==> config.mk <==
export PLATFORM = sky130hd
export DESIGN_NAME = seq_arith_unit
export DESIGN_NICKNAME = d
export VERILOG_FILES = /design/src/rtl/arith_pkg.sv /design/src/rtl/seg7_signed_digit.sv /design/src/rtl/seq_arith_unit.sv
export SDC_FILE = /design/constraint.sdc
export NUM_CORES = 1
export LEC_CHECK = 0
export BUFFER_PORTS_ARGS = -buffer_cell sky130_fd_sc_hd__clkbuf_2
export CAP_MARGIN = 20
export CORE_MARGIN = 1
export CORE_UTILIZATION = 50
export CTS_CLUSTER_SIZE = 8
export DETAILED_ROUTE_END_ITERATION = 8
export GPL_TIMING_DRIVEN = 0
export PLACE_DENSITY = 0.8
export RECOVER_POWER = 50
export SYNTH_ARGS = -nofsm -noshare
export SYNTH_HDL_FRONTEND = slang
export SYNTH_SLANG_ARGS = --single-unit
export TNS_END_PERCENT = 30
==> constraint.sdc <==
create_clock -name clk_2 -period 4.5 [get_ports clk_2]
set_input_delay 0.45 -clock clk_2 [delete_from_list [all_inputs] [get_ports clk_2]]
set_output_delay 0.45 -clock clk_2 [all_outputs]
set_load 0.005 [all_outputs]
==> src/rtl/arith_pkg.sv <==
// Shared types and 7-seg constants for seq_arith_unit.
// Segment patterns are active-high {dp,g,f,e,d,c,b,a}.
package arith_pkg;

  typedef enum logic [1:0] {
    OP_ADD  = 2'b00,
    OP_SUB  = 2'b01,
    OP_MULU = 2'b10,
    OP_MULS = 2'b11
  } op_t;

  typedef enum logic [1:0] {
    S_IDLE = 2'b00,
    S_MUL  = 2'b01,
    S_DONE = 2'b10
  } state_t;

  localparam logic [7:0] ZERO_SEG  = 8'h3F;
  localparam logic [7:0] ONE_SEG   = 8'h06;
  localparam logic [7:0] TWO_SEG   = 8'h5B;
  localparam logic [7:0] THREE_SEG = 8'h4F;
  localparam logic [7:0] FOUR_SEG  = 8'h66;
  localparam logic [7:0] FIVE_SEG  = 8'h6D;
  localparam logic [7:0] SIX_SEG   = 8'h7D;
  localparam logic [7:0] SEVEN_SEG = 8'h07;
  localparam logic [7:0] EIGHT_SEG = 8'h7F;
  localparam logic [7:0] NINE_SEG  = 8'h6F;
  localparam logic [7:0] ERR_SEG   = 8'h79;
  localparam logic [7:0] NEG_DP    = 8'h80;

  function automatic logic [7:0] digit_seg(input logic [3:0] d);
    case (d)
      4'd0:    digit_seg = ZERO_SEG;
      4'd1:    digit_seg = ONE_SEG;
      4'd2:    digit_seg = TWO_SEG;
      4'd3:    digit_seg = THREE_SEG;
      4'd4:    digit_seg = FOUR_SEG;
      4'd5:    digit_seg = FIVE_SEG;
      4'd6:    digit_seg = SIX_SEG;
      4'd7:    digit_seg = SEVEN_SEG;
      4'd8:    digit_seg = EIGHT_SEG;
      4'd9:    digit_seg = NINE_SEG;
      default: digit_seg = ERR_SEG;
    endcase
  endfunction

endpackage

==> src/rtl/seg7_signed_digit.sv <==
// Single signed decimal digit decoder: |value| <= 9 shows the digit,
// DP marks a negative value, anything larger shows ERR_SEG.
module seg7_signed_digit
  import arith_pkg::*;
#(
  parameter int W         = 6,
  parameter int NBITS_SEG = 8
) (
  input  logic [W-1:0]         value,
  input  logic                 is_signed,
  output logic [NBITS_SEG-1:0] seg
);

  logic         neg;
  logic [W-1:0] mag;
  logic [7:0]   pat;

  always_comb begin
    neg = is_signed & value[W-1];
    mag = neg ? -value : value;
    pat = ERR_SEG;
    if (mag <= W'(9))
      pat = digit_seg(mag[3:0]) | (neg ? NEG_DP : 8'h00);
    seg = NBITS_SEG'(pat);
  end

endmodule

==> src/rtl/seq_arith_unit.sv <==
// ADD/SUB in one cycle, MULU/MULS by iterative shift-add.
// Define SEQ_ARITH_SEG_EN to build the 7-seg digit decoder.
module seq_arith_unit
  import arith_pkg::*;
#(
  parameter int NBITS     = 3,
  parameter int NBITS_SEG = 8
) (
  input  logic                 clk_2,
  input  logic                 reset,
  input  logic                 start,
  input  logic [1:0]           op,
  input  logic [NBITS-1:0]     a,
  input  logic [NBITS-1:0]     b,
  output logic                 busy,
  output logic                 done,
  output logic [2*NBITS-1:0]   result,
  output logic                 overflow,
  output logic [NBITS_SEG-1:0] seg
);

  localparam int W  = 2 * NBITS;
  localparam int CW = $clog2(NBITS + 1);

  state_t           state;
  op_t              op_q;
  logic [W-1:0]     mcand;
  logic [W-1:0]     acc;
  logic [NBITS-1:0] mplier;
  logic [CW-1:0]    cnt;
  logic             neg;

  logic             is_sub;
  logic             is_muls;
  logic [NBITS-1:0] bb;
  logic [NBITS-1:0] sum;
  logic             as_ovf;
  logic [NBITS-1:0] mag_a;
  logic [NBITS-1:0] mag_b;
  logic [W-1:0]     prod;
  logic [W-1:0]     mres;
  logic [NBITS:0]   mtop;
  logic             movf;

  always_comb begin
    is_sub  = (op == OP_SUB);
    is_muls = (op == OP_MULS);
    bb      = is_sub ? ~b : b;
    sum     = a + bb + NBITS'(is_sub);
    as_ovf  = (a[NBITS-1] == bb[NBITS-1]) &&
              (sum[NBITS-1] != a[NBITS-1]);
    mag_a   = (is_muls && a[NBITS-1]) ? -a : a;
    mag_b   = (is_muls && b[NBITS-1]) ? -b : b;
    // Final iteration folds in the last partial product directly
    prod    = acc + (mplier[0] ? mcand : '0);
    mres    = neg ? -prod : prod;
    mtop    = mres[W-1:NBITS-1];
    if (op_q == OP_MULS)
      movf = !(&mtop || !(|mtop));
    else
      movf = |mres[W-1:NBITS];
  end

`ifdef SEQ_ARITH_SEG_EN
  logic res_signed;
`endif

  always_ff @(posedge clk_2 or posedge reset) begin
    if (reset) begin
      state    <= S_IDLE;
      op_q     <= OP_ADD;
      mcand    <= '0;
      acc      <= '0;
      mplier   <= '0;
      cnt      <= '0;
      neg      <= 1'b0;
      busy     <= 1'b0;
      done     <= 1'b0;
      result   <= '0;
      overflow <= 1'b0;
`ifdef SEQ_ARITH_SEG_EN
      res_signed <= 1'b0;
`endif
    end else begin
      done <= 1'b0;
      unique case (state)
        S_IDLE: begin
          if (start) begin
            op_q <= op_t'(op);
            busy <= 1'b1;
            if (!op[1]) begin
              result   <= {{NBITS{sum[NBITS-1]}}, sum};
              overflow <= as_ovf;
              done     <= 1'b1;
              state    <= S_DONE;
`ifdef SEQ_ARITH_SEG_EN
              res_signed <= 1'b1;
`endif
            end else begin
              mcand  <= W'(mag_a);
              mplier <= mag_b;
              acc    <= '0;
              cnt    <= '0;
              neg    <= is_muls && (a[NBITS-1] ^ b[NBITS-1]);
              state  <= S_MUL;
            end
          end
        end
        S_MUL: begin
          acc    <= prod;
          mcand  <= mcand << 1;
          mplier <= mplier >> 1;
          cnt    <= cnt + 1'b1;
          if (cnt == CW'(NBITS - 1)) begin
            result   <= mres;
            overflow <= movf;
            done     <= 1'b1;
            state    <= S_DONE;
`ifdef SEQ_ARITH_SEG_EN
            res_signed <= (op_q == OP_MULS);
`endif
          end
        end
        S_DONE: begin
          busy  <= 1'b0;
          state <= S_IDLE;
        end
        default: state <= S_IDLE;
      endcase
    end
  end

`ifdef SEQ_ARITH_SEG_EN
  seg7_signed_digit #(
    .W         (W),
    .NBITS_SEG (NBITS_SEG)
  ) u_seg (
    .value     (result),
    .is_signed (res_signed),
    .seg       (seg)
  );
`else
  assign seg = '0;
`endif

endmodule

==> impl_metrics.tcl <==
set metrics [dict create \
    dominant_combinational_cell_family_by_area_after_synthesis "simple AND/OR/NAND/NOR gates" \
    clkSinkCount 31 \
    initial_standard_cell_utilization_of_the_core 0.5320 \
    cts.reportedPaths.clkPinSlew_ns 0.07 \
    initialDrtViolationCount 99 \
    finalWeightedCongestion 0.8400 \
    post_synth_and_or_nand_nor_area_fraction 0.1797 \
    std_cell_rows 22 \
    detail-route-antenna-nets 0 \
    most_frequent_cells_in_the_layout "sky130_fd_sc_hd__dfrtp_1 (31), sky130_fd_sc_hd__nor2_1 (22), sky130_fd_sc_hd__o21ai_0 (21), sky130_fd_sc_hd__nand2_1 (20), sky130_fd_sc_hd__clkbuf_2 (17)" \
    total_clock_buffers_created_by_cts 5 \
    reg2reg_depth 11 \
    finalWirelength_um 4179 \
    worst_setup_path_end_kind "flop" \
    hold_viol 0 \
    largest_cells_by_area_after_synthesis "sky130_fd_sc_hd__dfrtp_1 (39%), sky130_fd_sc_hd__ha_1 (5.7%), sky130_fd_sc_hd__o21ai_0 (5.3%), sky130_fd_sc_hd__xnor2_1 (4.9%), sky130_fd_sc_hd__nor2_1 (4.2%)" \
    yosys-mux-area-fraction 0.04494 \
    path_max_fanout 7 \
    number_of_global_route_vias_before_repair 1586 \
    yosysTopAreaCell "sky130_fd_sc_hd__dfrtp_1" \
    multi_input_comb_area_um2 1089 \
    path_cells "and2_1, ha_1, inv_1, fa_1, nand2b_1, a21oi_2, xor2_1, o31ai_1, xnor2_1, and3_4, o31ai_2" \
    seq_area_frac_synth 0.3924 \
    top_signal_layer_used "met4" \
    p_per_area_nw_per_um2 623.7 \
    dp.final_hpwl_um 3108 \
    nets 274 \
    synth_adder_area_share 0.07722 \
    synthesis.yosys.warnings 0 \
    synthArstFlopShare 1.000 \
    yosys.cell_types.count 39 \
    drt-wirelength-per-cell_um 13.88 \
    via_count 1585 \
    cts_setup_buffers 0 \
    ys_ff_latch 31 \
    cts_root_buf "sky130_fd_sc_hd__clkbuf_8" \
    regToRegSetupSlack_ns 1.61 \
    critical-path-slowest-cell "sky130_fd_sc_hd__dfrtp_1" \
    die_width_um 64.88 \
    die_height_um 64.88 \
    wl_met1_um 1820 \
    worst_setup_path_startpoint "mplier[0]$_DFFE_PP0P_" \
    final_common_cell "sky130_fd_sc_hd__dfrtp_1" \
    post_route_cells_drive_above_1_share 0.1779 \
    avgViaCountPerCell 5.266 \
    run_status "complete, no violations" \
    fin_setup_tns_ns 0 \
    leakagePower_uw 0.001081 \
    slew_headroom 0.3593 \
    final-instance-count-excl-fill 301 \
    timing.critical_path.required_ns 4.67 \
    postCtsHoldBufs 0 \
    timing.final.setup_violations 0 \
    setup_crit_path_kind "flop to flop" \
    cts.htree.levels 2 \
    die_area_um2 4209 \
    post_synth_instance_area_um2 1977 \
    final_min_period_over_clock_period 0.6426 \
    gate_count_of_the_mapped_netlist 218 \
    cts_repair_resize_count 0 \
    synth-xor-area-share 0.08418 \
    clockBufferDepth 2 \
    slew_viol_final 0 \
    antenna_cells 0 \
    hp-class "primary input to asynchronous set/reset pin" \
    timing.rr.start "mplier[0]$_DFFE_PP0P_" \
    grt.total_usage 0.2298 \
    max-cap-violations 0 \
    core_region_area_um2 3716 \
    antenna_violations_before_repair 0 \
    tritoncts_clock_tree "built" \
    syn_to_final_growth_pct 15.19 \
    synth-edff-count 0 \
    worstReg2RegEnd "overflow$_DFFE_PP0P_" \
    critPathArrivalTime_ns 3.06 \
    final.min_clock_period_ns 2.892 \
    area_fraction_in_compound_gates_after_synthesis 0.1494 \
    crit_path_max_cell_delay_ns 0.44 \
    ff_latch_area_um2 775.7 \
    synth_ff_type "sky130_fd_sc_hd__dfrtp_1" \
    wl_met3_um 204 \
    number_of_optimization_iterations_in_the_first_detailed_route_pass 4 \
    route.met2.wl_um 2033 \
    clk_latency_ns 0.29 \
    fmax_mhz 345.8 \
    tightestPinTransition_ns 0.9611 \
    post-synth-top-area-fraction 0.3924 \
    finClkSkew_ns 0.002320 \
    overflow 0 \
    ir_drop_v 0.0003476 \
    grt_max_degree 19 \
    report.power.total_uw 1420 \
    grt_pass1_wl_um 7031 \
    io_pins 28 \
    port-buffer-count 19 \
    syn_avg_cell_area_um2 9.068 \
    num-fill-cells 358 \
    start_kind "flop" \
    remaining_drc_errors 0 \
    placedCellCount 293 \
    grt_setup_unrepaired "no" \
]
[where the power goes]
group          leakage (uW)  switching (uW)  internal, uW
Clock             0.0000612             107           179
Sequential         0.000395            68.1           394
Combinational      0.000625             393           280
Total               0.00108             568           853
[state kept, by name, indices dropped and copies added, names as in the netlist]
signal,count
busy,1
overflow,1
done,1
op_q,2
acc,6
mcand,6
state,2
neg,1
cnt,2
result,6
mplier,3
[cells in the mapped netlist, types with 2 or more instances]
cell / n
sky130_fd_sc_hd__a211oi_1: 2
sky130_fd_sc_hd__a21oi_1: 11
sky130_fd_sc_hd__a221o_1: 2
sky130_fd_sc_hd__and2_1: 5
sky130_fd_sc_hd__buf_4: 8
sky130_fd_sc_hd__clkbuf_1: 10
sky130_fd_sc_hd__dfrtp_1: 31
sky130_fd_sc_hd__fa_1: 2
sky130_fd_sc_hd__ha_1: 9
sky130_fd_sc_hd__inv_1: 11
sky130_fd_sc_hd__mux2_2: 3
sky130_fd_sc_hd__mux2i_1: 4
sky130_fd_sc_hd__nand2_1: 20
sky130_fd_sc_hd__nand2b_1: 3
sky130_fd_sc_hd__nand3_1: 14
sky130_fd_sc_hd__nand3b_1: 2
sky130_fd_sc_hd__nor2_1: 22
sky130_fd_sc_hd__nor2b_1: 4
sky130_fd_sc_hd__nor3_1: 2
sky130_fd_sc_hd__o21ai_0: 21
sky130_fd_sc_hd__o31ai_1: 2
sky130_fd_sc_hd__xnor2_1: 11
sky130_fd_sc_hd__xor2_1: 3
[worst max path at each step]
stage | endpoint | slack [ns] | depth (start not counted)
4_1_cts | overflow$_DFFE_PP0P_ | 1.59 | 11
6_report | overflow$_DFFE_PP0P_ | 1.61 | 11
2_1_floorplan | overflow$_DFFE_PP0P_ | 1.95 | 11
3_3_place_gp | overflow$_DFFE_PP0P_ | 1.70 | 11
3_5_place_dp | overflow$_DFFE_PP0P_ | 1.63 | 11
5_1_grt | overflow$_DFFE_PP0P_ | 1.30 | 11
[through the flow]
| step | utilization | hold slack (ns) | setup WS [ns] | cell area (um2) |
|---|---|---|---|---|
| 2_1_floorplan | - | 0.4521 | 1.955 | 2003 |
| 3_3_place_gp | 0.5808 | 0.4702 | 1.701 | 2158 |
| 3_5_place_dp | 0.5882 | 0.4755 | 1.630 | 2186 |
| 4_1_cts | 0.6199 | 0.2352 | 1.594 | 2303 |
| 5_1_grt | 0.6128 | 0.2310 | 1.304 | 2277 |
| 6_report | 0.6128 | 0.1782 | 1.608 | 2277 |
[layer usage]
| metal | GRT usage | up-vias |
|---|---|---|
| li1 | - | 790 |
| met1 | 0.2761 | 741 |
| met2 | 0.3620 | 43 |
| met3 | 0.05986 | 11 |
| met4 | 0.1472 | 0 |
| met5 | 0 | - |
[logic make-up after synthesis]
family | count (synthesis)
other cells | 1
mux | 8
compound gates | 47
simple gates | 75
xor+xnor | 16
buf+inv | 29
fa+ha+maj | 11
flops | 31
[critical path: cells and delay by family (launching register included)]
family | cells | cell delay (ns)
AO/OA/AOI/OAI | 3 | 0.41
XOR/XNOR | 2 | 0.66
adder cells (fa/ha/maj) | 2 | 0.63
buffers and inverters | 1 | 0.07
flip-flops | 1 | 0.44
AND/OR/NAND/NOR | 3 | 0.58
[cell type report]
type / count / share of cell area
clock buffers: 6 / 0.03626
multi-input cells: 165 / 0.4780
well taps: 48 / 0.02637
repair buffers: 20 / 0.04231
flip-flops and latches: 31 / 0.3407
clock inverters: 2 / 0.01538
plain buffers: 18 / 0.04286
inverters: 11 / 0.01813
Note: power is estimated with default switching activity, not from simulation.
